`src/rtl/mux_sel_arbiter_if.sv`:
```
// mux_sel_arbiter_if: groups the request/grant signals between the requesting units and the
// round-robin arbiter that owns the shared 8:1 mux select.
//
// Signals:
//   req   [7:0]  request vector, req[i] held high by requester i while it wants/uses the mux
//   grant [7:0]  one-hot grant, all zero when idle
//   sel   [2:0]  mux select, index of the set grant bit
//   busy         high whenever grant != 0
//   lock         owner lock, present only when MUX_ARB_LOCK_EN is defined
//
// Modports:
//   master  requester side (drives req/lock, observes grant/sel/busy)
//   slave   arbiter side
//
// Build option: MUX_ARB_LOCK_EN adds the lock signal.

interface mux_sel_arbiter_if;
    logic [7:0] req;
    logic [7:0] grant;
    logic [2:0] sel;
    logic       busy;
`ifdef MUX_ARB_LOCK_EN
    logic       lock;

    modport master (output req, output lock, input grant, input sel, input busy);
    modport slave  (input req, input lock, output grant, output sel, output busy);
`else
    modport master (output req, input grant, input sel, input busy);
    modport slave  (input req, output grant, output sel, output busy);
`endif
endinterface

```
`src/rtl/mux_sel_arbiter.sv`:
```
// mux_sel_arbiter: round-robin arbiter sharing one 8:1 single-bit mux among 8 requesters.
// Drives the registered mux select and a registered one-hot grant. While another requester
// is pending, an owner keeps the grant for at most MAX_HOLD consecutive cycles; a sole
// requester holds indefinitely.
//
// Ports:
//   clk    system clock, rising edge
//   rst_n  asynchronous active-low reset
//   bus    mux_sel_arbiter_if.slave: req in; grant, sel, busy out (lock in, optional)
//
// Parameters:
//   MAX_HOLD  cycles an owner keeps the grant under contention (1..255)
//   CNT_W     hold counter width, 2**CNT_W > MAX_HOLD
//
// Build option: define MUX_ARB_LOCK_EN to add the lock input, which suppresses preemption
// while the owner keeps requesting.

module mux_sel_arbiter #(
    parameter int unsigned MAX_HOLD = 4,
    parameter int unsigned CNT_W    = 8
) (
    input logic              clk,
    input logic              rst_n,
    mux_sel_arbiter_if.slave bus
);

    typedef enum logic [0:0] {StIdle, StGrant} state_e;

    localparam logic [CNT_W-1:0] HoldMax = CNT_W'(MAX_HOLD - 1);

    state_e           state_q, state_d;
    logic [7:0]       grant_q, grant_d;
    logic [2:0]       sel_q, sel_d;
    logic             busy_q, busy_d;
    logic [2:0]       last_q, last_d;
    logic [CNT_W-1:0] hold_q, hold_d;

    logic [7:0] cand;
    logic       found;
    logic [2:0] win_idx;
    logic [2:0] idx;
    logic       owner_req;
    logic       at_max;
    logic       lock_hold;

`ifdef MUX_ARB_LOCK_EN
    assign lock_hold = bus.lock;
`else
    assign lock_hold = 1'b0;
`endif

    // The current owner is masked out, so the search only ever picks another requester
    // while in GRANT; in IDLE grant_q is zero and everyone is eligible.
    assign cand      = bus.req & ~grant_q;
    assign owner_req = |(bus.req & grant_q);
    assign at_max    = (hold_q == HoldMax);

    // Round-robin search starting just after the last winner, wrapping 7 -> 0.
    always_comb begin
        found   = 1'b0;
        win_idx = last_q;
        idx     = last_q;
        for (int unsigned i = 1; i <= 8; i++) begin
            idx = last_q + 3'(i);
            if (!found && cand[idx]) begin
                found   = 1'b1;
                win_idx = idx;
            end
        end
    end

    always_comb begin
        state_d = state_q;
        grant_d = grant_q;
        sel_d   = sel_q;
        busy_d  = busy_q;
        last_d  = last_q;
        hold_d  = hold_q;

        unique case (state_q)
            StIdle: begin
                if (found) begin
                    state_d = StGrant;
                    grant_d = 8'd1 << win_idx;
                    sel_d   = win_idx;
                    busy_d  = 1'b1;
                    last_d  = win_idx;
                    hold_d  = '0;
                end
            end
            StGrant: begin
                if (!owner_req) begin
                    // Release: hand over directly if anyone else waits, otherwise go idle
                    // with sel left at the previous owner.
                    if (found) begin
                        grant_d = 8'd1 << win_idx;
                        sel_d   = win_idx;
                        last_d  = win_idx;
                    end else begin
                        state_d = StIdle;
                        grant_d = '0;
                        busy_d  = 1'b0;
                    end
                    hold_d = '0;
                end else if (found && at_max && !lock_hold) begin
                    grant_d = 8'd1 << win_idx;
                    sel_d   = win_idx;
                    last_d  = win_idx;
                    hold_d  = '0;
                end else if (!at_max) begin
                    hold_d = hold_q + CNT_W'(1);
                end
            end
            default: begin
                state_d = StIdle;
                grant_d = '0;
                busy_d  = 1'b0;
            end
        endcase
    end

    always_ff @(posedge clk or negedge rst_n) begin
        if (!rst_n) begin
            state_q <= StIdle;
            grant_q <= '0;
            sel_q   <= '0;
            busy_q  <= 1'b0;
            last_q  <= 3'd7;
            hold_q  <= '0;
        end else begin
            state_q <= state_d;
            grant_q <= grant_d;
            sel_q   <= sel_d;
            busy_q  <= busy_d;
            last_q  <= last_d;
            hold_q  <= hold_d;
        end
    end

    assign bus.grant = grant_q;
    assign bus.sel   = sel_q;
    assign bus.busy  = busy_q;

endmodule
```
`src/flat_wrapper.sv`:
```
// flat-port wrapper written by rule: the top's interface ports become plain ports
module mux_sel_arbiter_flat 
#(
    parameter int unsigned MAX_HOLD = 4,
    parameter int unsigned CNT_W    = 8
)
  (clk, rst_n, bus_req, bus_grant, bus_sel, bus_busy);
  mux_sel_arbiter_if bus_i ();
  input logic clk;
  input logic rst_n;
  input wire logic [$bits(bus_i.req)-1:0] bus_req;
  output wire logic [$bits(bus_i.grant)-1:0] bus_grant;
  output wire logic [$bits(bus_i.sel)-1:0] bus_sel;
  output wire logic [$bits(bus_i.busy)-1:0] bus_busy;
  assign bus_i.req = bus_req;
  assign bus_grant = bus_i.grant;
  assign bus_sel = bus_i.sel;
  assign bus_busy = bus_i.busy;
  mux_sel_arbiter #(.MAX_HOLD(MAX_HOLD), .CNT_W(CNT_W)) u_core (.clk(clk), .rst_n(rst_n), .bus(bus_i));
endmodule
```
`config.mk`:
```
export PLATFORM = sky130hd
export DESIGN_NAME = mux_sel_arbiter_flat
export DESIGN_NICKNAME = d
export VERILOG_FILES = /design/src/rtl/mux_sel_arbiter_if.sv /design/src/rtl/mux_sel_arbiter.sv /design/src/flat_wrapper.sv
export SDC_FILE = /design/constraint.sdc
export NUM_CORES = 1
export LEC_CHECK = 0
export CAP_MARGIN = 30
export CORE_MARGIN = 3
export CORE_UTILIZATION = 53
export CTS_CLUSTER_SIZE = 24
export DETAILED_ROUTE_END_ITERATION = 6
export GPL_ROUTABILITY_DRIVEN = 0
export GPL_TIMING_DRIVEN = 0
export PLACE_DENSITY = 0.77
export SLEW_MARGIN = 30
export SYNTH_ARGS = -nofsm -noshare
export SYNTH_HDL_FRONTEND = slang
export SYNTH_SLANG_ARGS = --single-unit
```
`constraint.sdc`:
```
create_clock -name clk -period 3.4 [get_ports clk]
set_input_delay 0.51 -clock clk [delete_from_list [all_inputs] [get_ports clk]]
set_output_delay 0.51 -clock clk [all_outputs]
set_load 0.01 [all_outputs]
```
---- Word level (Yosys, flattened, before mapping) ----
Index checks and enable logic that the tools add are counted.
storage, ports and cells
  flip-flop bits (word level) ............. 24
  input port bits ......................... 10
  logic and storage cells ................. 108
cells by class
  add/subtract/negate cells ............... 8
  order comparisons ....................... 8
  equality and inequality tests ........... 6
  shifts and indexed selects .............. 1
  mux-type cells .......................... 56
  bitwise logic cells ..................... 4
  reduce and logical (&&, ||, !) cells .... 19
operator list
  cell                 number
  $mux 8               8
  $mux 3               13
  $lt 3x4->1 const B   8
  $pmux 8 s2           2
  $bmux 1 s3           8
  $mux 1               21
  $and 8x8->8          2
  $add 3x3->3 const B  4
  $pmux 3 s2           2
  $add 8x1->8 const B  1
  $eq 8x2->1 const B   1
  $logic_and 1x1->1    8
  $not 8->8            1
  $reduce_or 8->1      1
  $shl 1x3->8 const A  1
  $logic_not 1->1      7
  $add 3x2->3 const B  2
  $ne 2x2->1 const B   2
  $ne 4x4->1 const B   1
  $pmux 1 s2           2
  $reduce_and 2->1     2
  $add 3x1->3 const B  1
  $ne 3x3->1 const B   1
  $reduce_and 3->1     1
  other kinds (2)      2

---- Longest topological paths before layout ----
Gate-level depths: netlist (run 1).
  depth in word-level cells ............... 30
  gate-level depth with buffers ........... 12
  gate-level depth less buffers ........... 9

---- Least setup slack after synthesis (run 1) ----
Ideal clock, no wire load.
  path type ............................... reg2reg
  from .................................... register u_core.last_q[1]
  to ...................................... register u_core.grant_q[0] (netlist: u_core.bus.grant[0])
  data arrival time ....................... 3285 ps
  data required time ...................... 3290 ps
  slack ................................... 5 ps
  cell stages (with the launch flop) ...... 11
  buffers on the path ..................... 2
  clock period less this slack ............ 3395 ps
  cells stage by stage .................... dfstp_2 buf_2 clkinv_1 ha_1 buf_2 mux4_2 a221oi_1 nor2_1 o311ai_1 o221ai_2 o41ai_1
between the ends
  cells in the longest elaborated chain, start to end .. 29
  elaborated cells on any way between the ends .. 63
  classes of those cells .................. add/sub: 7; eq/ne: 2; shift: 1; mux: 37; reduce/logical: 16
RTL lines
  what                              RTL line                                                              text
  start: declaration                mux_sel_arbiter.sv:35                                                 logic [2:0] last_q, last_d;
  start signal: assignment          mux_sel_arbiter.sv:135                                                last_q <= last_d;
  $add 3x1->3                       mux_sel_arbiter.sv:64                                                 idx = last_q + 3'(i);
  $bmux 1 s3                        mux_sel_arbiter.sv:65                                                 if (!found && cand[idx]) begin
  $mux 1 (not written as such)      mux_sel_arbiter.sv:65
  $mux 1                            mux_sel_arbiter.sv:65
  $logic_not 1->1                   mux_sel_arbiter.sv:65
  $logic_and 1x1->1                 mux_sel_arbiter.sv:65
  $mux 1                            mux_sel_arbiter.sv:65
  $logic_not 1->1                   mux_sel_arbiter.sv:65
  [... 13 more ...]                 n/a
  $mux 1                            mux_sel_arbiter.sv:65
  $logic_not 1->1                   mux_sel_arbiter.sv:65
  $logic_and 1x1->1                 mux_sel_arbiter.sv:65
  $mux 3                            mux_sel_arbiter.sv:65
  $shl 1x3->8                       mux_sel_arbiter.sv:84, mux_sel_arbiter.sv:96, mux_sel_arbiter.sv:106
  $mux 8, on equally long branches  mux_sel_arbiter.sv:95, mux_sel_arbiter.sv:105
  $mux 8                            mux_sel_arbiter.sv:92                                                 if (!owner_req) begin
  $pmux 8 s2                        mux_sel_arbiter.sv:80                                                 unique case (state_q)
  end signal: assignment            mux_sel_arbiter.sv:132                                                grant_q <= grant_d;
  end: declaration                  mux_sel_arbiter.sv:32                                                 logic [7:0] grant_q, grant_d;
Parallel ways exist; a longest one is shown, timed or not. The select of a mux whose other input is x is not followed.
A chain may end at the register's enable or synchronous reset.

---- Final worst setup path (run 1) ----
  from .................................... register u_core.last_q[1]
  to ...................................... register u_core.grant_q[1] (netlist: u_core.bus.grant[1])
Same word-level chain as after synthesis.

==> reports/results.ini, run 1 <==
[drt]
first_pass_iters=5
routed_wirelength_um=6720
route.detailed.drc=0
ant_nets=0
drt-initial-drc-count=226
wl_per_cell_um=20.6
vias_per_cell=7.14
num_vias=2329

[layout]
fin_util=0.670
drive_gt1_frac=0.259
fill_cells=345
area_growth_pct=20.9
design_area_um2=2960
final_cell_mix=nand2_1 (23), dfrtp_1 (21), clkdlybuf4s50_1 (20)
n_antenna_cell=0
final_nets=288
final_common_cell=nand2_1

[run_status]
status=complete, no violations

[cts]
cts_tree=yes
clkLatencyLatePin_ns=0.26
h-tree-depth=1
clk_pin_slew_ns=0.08
numCtsBuffers=3
cts_hold_buf=0
cts_root_buffer=clkbuf_8
clockBufferDepth=2
numClockSinks=24

[yosys]
netlist_instances=245
syn_area_um2=2450
yosys-top-cells-area=dfrtp_1 (21%), mux4_2 (14%), mux2i_1 (3.7%)
syn_nets=258
synth.top_cell.area_share=0.215
synth_cell_types=72
yosys_warnings=0
yosysSeqAreaShare=0.247
ys_ff_latch=24
avgSynthCellArea_um2=9.98
yosysTopAreaCell=dfrtp_1
synthFlopType=dfrtp_1
async_reset_ff_frac=1.00
synth_edf_count=0

[place]
port_buffers=21
hpwl_um=5040
placed_area_um2=2720

[sta]
fin_crit_sh=0.982
tns_ns=0
fmax_ghz=0.299
worst_pin_slew_ns=0.697
finalCriticalPeriod_ns=3.34
whs_ns=0.207
setup_viol=0
slew_viol_final=0
max_slew_margin=0.535
hold_violations=0
clock-skew-final_ns=0.00779

[floorplanning]
rows=24
initial_core_util=0.554
ioPinCount=22
die_w_um=73.9
design.die.area_um2=5470
core_area_um2=4410
dieHeight_um=73.9

[setup_path]
crit_fanout=10
crit_type=register to register
reg2reg_slack_ns=0.06
r2r_start=u_core.last_q[1]
worstPathArrival_ns=3.49
reg2reg_depth=10
r2r_end=u_core.bus.grant[1]
start_kind=register
critical_path_required_ns=3.55
cp-end-kind=register

[global_route]
grtUsageTotal=0.256
grt_max_degree=25
first_global_vias=2159
antenna_found_initial=0
grt_pass1_wl_um=10900
grt.overflow.total=0

[hold_path]
hp-class=input pin to async pin

[run]
drv_cap=0

==> final cells by class <==
class | count | area, um^2 | area share
timing repair buffer | 25 | 235 | 0.0795
multi-input combinational | 204 | 1880 | 0.637
buffer | 9 | 80.1 | 0.0271
inverter | 8 | 45.0 | 0.0152
clock buffer | 4 | 45.0 | 0.0152
tap | 52 | 65.1 | 0.0220
sequential | 24 | 604 | 0.204
==> synthesized netlist by cell type (3+ instances only) <==
cell / instances
dfrtp_1: 21
nor2_1: 4
nor2b_1: 8
nand4_1: 5
o21ai_0: 8
or3_1: 7
dfstp_2: 3
nand2_1: 23
mux4_2: 15
o31ai_4: 3
nand2b_1: 8
o41ai_1: 9
buf_6: 3
o21ai_1: 9
mux2i_1: 9
o22ai_1: 5
nand3b_1: 3
inv_1: 5
xnor2_1: 4
a21oi_1: 9
nor3_1: 3
buf_2: 3
ha_1: 3
a22oi_1: 4
nand3_1: 13
==> sequential cells by signal, indices dropped and copies added, names as in the netlist <==
signal,count
u_core.bus.grant,8
u_core.state_q,1
u_core.last_q,3
u_core.bus.busy,1
u_core.hold_q,8
u_core.bus.sel,3
==> cell families after synthesis <==
family,count (synthesis),synth area share
mux,27,0.193
xor+xnor,6,0.0215
flops,24,0.247
buf+inv,17,0.0440
compound gates,78,0.258
simple gates,90,0.220
fa+ha+maj,3,0.0153
==> routing by layer <==
layer  part of all wire  global-route usage  vias to the layer above
met4              0.036              0.0825                        0
met2               0.49               0.428                      124
met5                  0                   0                        -
met3              0.065              0.0257                       28
li1                   -                   -                     1048
met1               0.41               0.349                     1129
==> through the flow <==
step | setup WS, ns | instances
3_3_place_gp | -0.475 | 318
2_1_floorplan | 0.00462 | 245
6_report | 0.0611 | 326
3_5_place_dp | -0.534 | 318
4_1_cts | 0.00308 | 322
5_1_grt | -0.0155 | 326
==> worst max-delay path by stage <==
stage	start	endpoint	slack, ns	cells after the start
after floorplan	u_core.last_q[1]	u_core.bus.grant[0]	0.005	10
after global placement	u_core.last_q[1]	u_core.bus.grant[3]	-0.48	10
after detailed placement	u_core.last_q[1]	u_core.bus.grant[0]	-0.53	10
after CTS	u_core.last_q[1]	u_core.bus.grant[4]	0.003	10
after global routing	u_core.last_q[0]	u_core.last_q[1]	-0.02	10
final	u_core.last_q[1]	u_core.bus.grant[1]	0.06	10
==> repair_timing <==
| action | CTS | global route |
|---|---|---|
| endpoints found under the setup margin | 22 | 20 |
| endpoints found under the hold margin | 0 | 0 |
| pin swaps | 3 | 9 |
| resized for setup | 12 | 16 |
| setup buffers | 0 | 4 |
==> worst max-delay path, stage by stage, from the launching register on <==
cell	delay, ns
dfstp_2	0.57
buf_8	0.15
clkinv_4	0.11
ha_1	0.30
buf_6	0.13
mux4_2	0.60
a221oi_4	0.32
nor2_1	0.09
o311ai_2	0.39
o221ai_2	0.25
o41ai_1	0.30
Power of run 1 is not shown: default switching activity piles up to over one toggle a cycle in this logic, so the estimate is an artifact.
==> run 2, diff against run 1 <==
--- a/config.mk
+++ b/config.mk
@@ -5,14 +5,16 @@
 export SDC_FILE = /design/constraint.sdc
 export NUM_CORES = 1
 export LEC_CHECK = 0
+export ABC_CLOCK_PERIOD_IN_PS = 3400
 export CAP_MARGIN = 30
 export CORE_MARGIN = 3
-export CORE_UTILIZATION = 53
+export CORE_UTILIZATION = 58
 export CTS_CLUSTER_SIZE = 24
 export DETAILED_ROUTE_END_ITERATION = 6
+export DONT_BUFFER_PORTS = 1
 export GPL_ROUTABILITY_DRIVEN = 0
 export GPL_TIMING_DRIVEN = 0
-export PLACE_DENSITY = 0.77
+export PLACE_DENSITY = 0.76
 export SLEW_MARGIN = 30
 export SYNTH_ARGS = -nofsm -noshare
 export SYNTH_HDL_FRONTEND = slang
==> run 2 against run 1 <==
Worst setup slack worse by 0.0048 ns; worst hold slack lost 0.13 ns; cell count shrank 6.7%; flip-flop and latch count unchanged; critical path depth did not move; utilization up 4.8 points; sequential share of layout area up 1.4 points; first-iteration DRC count fell by 15%; maximum frequency fell by 0.14%; critical path type unchanged; highest routed layer unchanged.
==> reports/results.ini, run 2 (same netlist as run 1, synthesis figures left out) <==
[sta]
clock-skew-final_ns=0.00613
hold_violations=0
fin_crit_sh=0.983
slew_viol_final=0
fmax_ghz=0.299
finalWorstSetupSlack_ns=0.0563
max_slew_margin=0.583
setup_viol=0
finalCriticalPeriod_ns=3.34
worst_pin_slew_ns=0.625
rsz0062_at_grt=true

[floorplanning]
rows=22
dieHeight_um=70.9
core_area_um2=3850
ioPinCount=22
initial_core_util=0.635
design.die.area_um2=5030
die_w_um=70.9

[setup_path]
path_cells=bufinv_8 > ha_1 > buf_6 > mux4_2 > a221oi_2 > nor2_1 > o311ai_2 > buf_4 > o221ai_2 > o41ai_2
crit_family=compound AO/OA/AOI/OAI gates
slowest_stage=dfstp_2
worst-path-buf-inv=3
slowest_delay_ns=0.60
r2r_start=u_core.last_q[0]
critical_path_required_ns=3.56
start_kind=register
crit_type=register to register
cp-startpoint=u_core.last_q[0]
worstPathArrival_ns=3.50
cp-end-kind=register
crit_fanout=9

[drt]
vias_per_cell=7.34
num_vias=2231
route.detailed.drc=0
first_pass_iters=4
drt-initial-drc-count=192
ant_nets=0
wl_per_cell_um=21.6
routed_wirelength_um=6560

[global_route]
grt.overflow.total=0
grt_max_degree=22
grt_pass1_wl_um=10300
antenna_found_initial=0
first_global_vias=2028
grtUsageTotal=0.257

[layout]
area_growth_pct=13.1
drive_gt1_frac=0.297
final_common_cell=nand2_1
final_cell_mix=nand2_1 (23), dfrtp_1 (21), mux4_2 (15)
n_antenna_cell=0
design_area_um2=2770
fill_cells=286
final_nets=270

[place]
placed_area_um2=2510
port_buffers=0
hpwl_um=4810
dp_slack_ns=-0.517

[cts]
clkLatencyLatePin_ns=0.27
numCtsBuffers=3
numClockSinks=24
clockBufferDepth=2
cts_root_buffer=clkbuf_8
clk_pin_slew_ns=0.08
cts_tree=yes
h-tree-depth=1

[run_status]
status=complete, no violations

[hold_path]
hp-class=input pin to async pin

[run]
drv_cap=0

==> run 2: changes by cell type in the layout (fill, tap and decap cells not counted), sizes merged <==
cell           change
buf                +2
bufinv             +2
clkbuf             -1
clkdlybuf4s50     -20
clkinv             -1
==> run 2: area by class of cell <==
type	instances	area [um^2]	share of cell area
Sequential cell	24	604	0.218
Tap cell	48	60.1	0.0217
Timing Repair Buffer	7	50.0	0.0181
Clock inverter	1	30.0	0.0109
Clock buffer	3	41.3	0.0149
Buffer	9	76.3	0.0276
Inverter	8	48.8	0.0176
Multi-Input combinational cell	204	1860	0.671
==> run 2: metrics by stage <==
step                 util  TNS, ns  hold WS [ns]  instances
CTS                 0.683  -0.0468        0.0672        299
finish              0.718        0        0.0724        304
global route        0.718   -0.138        0.0555        304
floorplan               -        0         0.214        245
detailed placement  0.650    -5.78         0.215        293
global placement    0.650    -5.83         0.215        293
==> run 2: path summary, 6_finish.rpt <==
check / cells after the start / slack, ns / endpoint
worst max-delay path: 10 / 0.06 / u_core.bus.grant[3]
worst min-delay path: 0 / 0.07 / u_core.last_q[1]
worst max register to register: 10 / 0.06 / u_core.bus.grant[3]
worst min register to register: 1 / 0.57 / u_core.bus.busy
max in group asynchronous: 1 / 2.91 / u_core.bus.grant[0]
min in group clk: 1 / 0.57 / u_core.bus.busy
==> run 2: metal layers <==
metal / GRT usage / part of all wire
met1: 0.381 / 0.42
met2: 0.369 / 0.46
met3: 0.0852 / 0.11
met4: 0.0522 / 0.011
met5: 0 / 0
==> run 2: worst register-to-register path, delay by kind of cell (launching register included) <==
| family | cells | cell delay [ns] |
|---|---|---|
| AO/OA/AOI/OAI | 4 | 1.09 |
| flip-flops | 1 | 0.60 |
| multiplexers | 1 | 0.59 |
| buffers and inverters | 3 | 0.56 |
| adder cells (fa/ha/maj) | 1 | 0.29 |
| AND/OR/NAND/NOR | 1 | 0.10 |
==> run 2: repair_timing <==
item                                    4_1_cts  5_1_grt
hold buffers                                  1        0
endpoints found under the setup margin       22       22
buffers inserted                              1        5
pin swaps                                     1        4
gates resized for setup                       8       16
endpoints found under the hold margin        21        0
Power of run 2 is left out for the same reason.
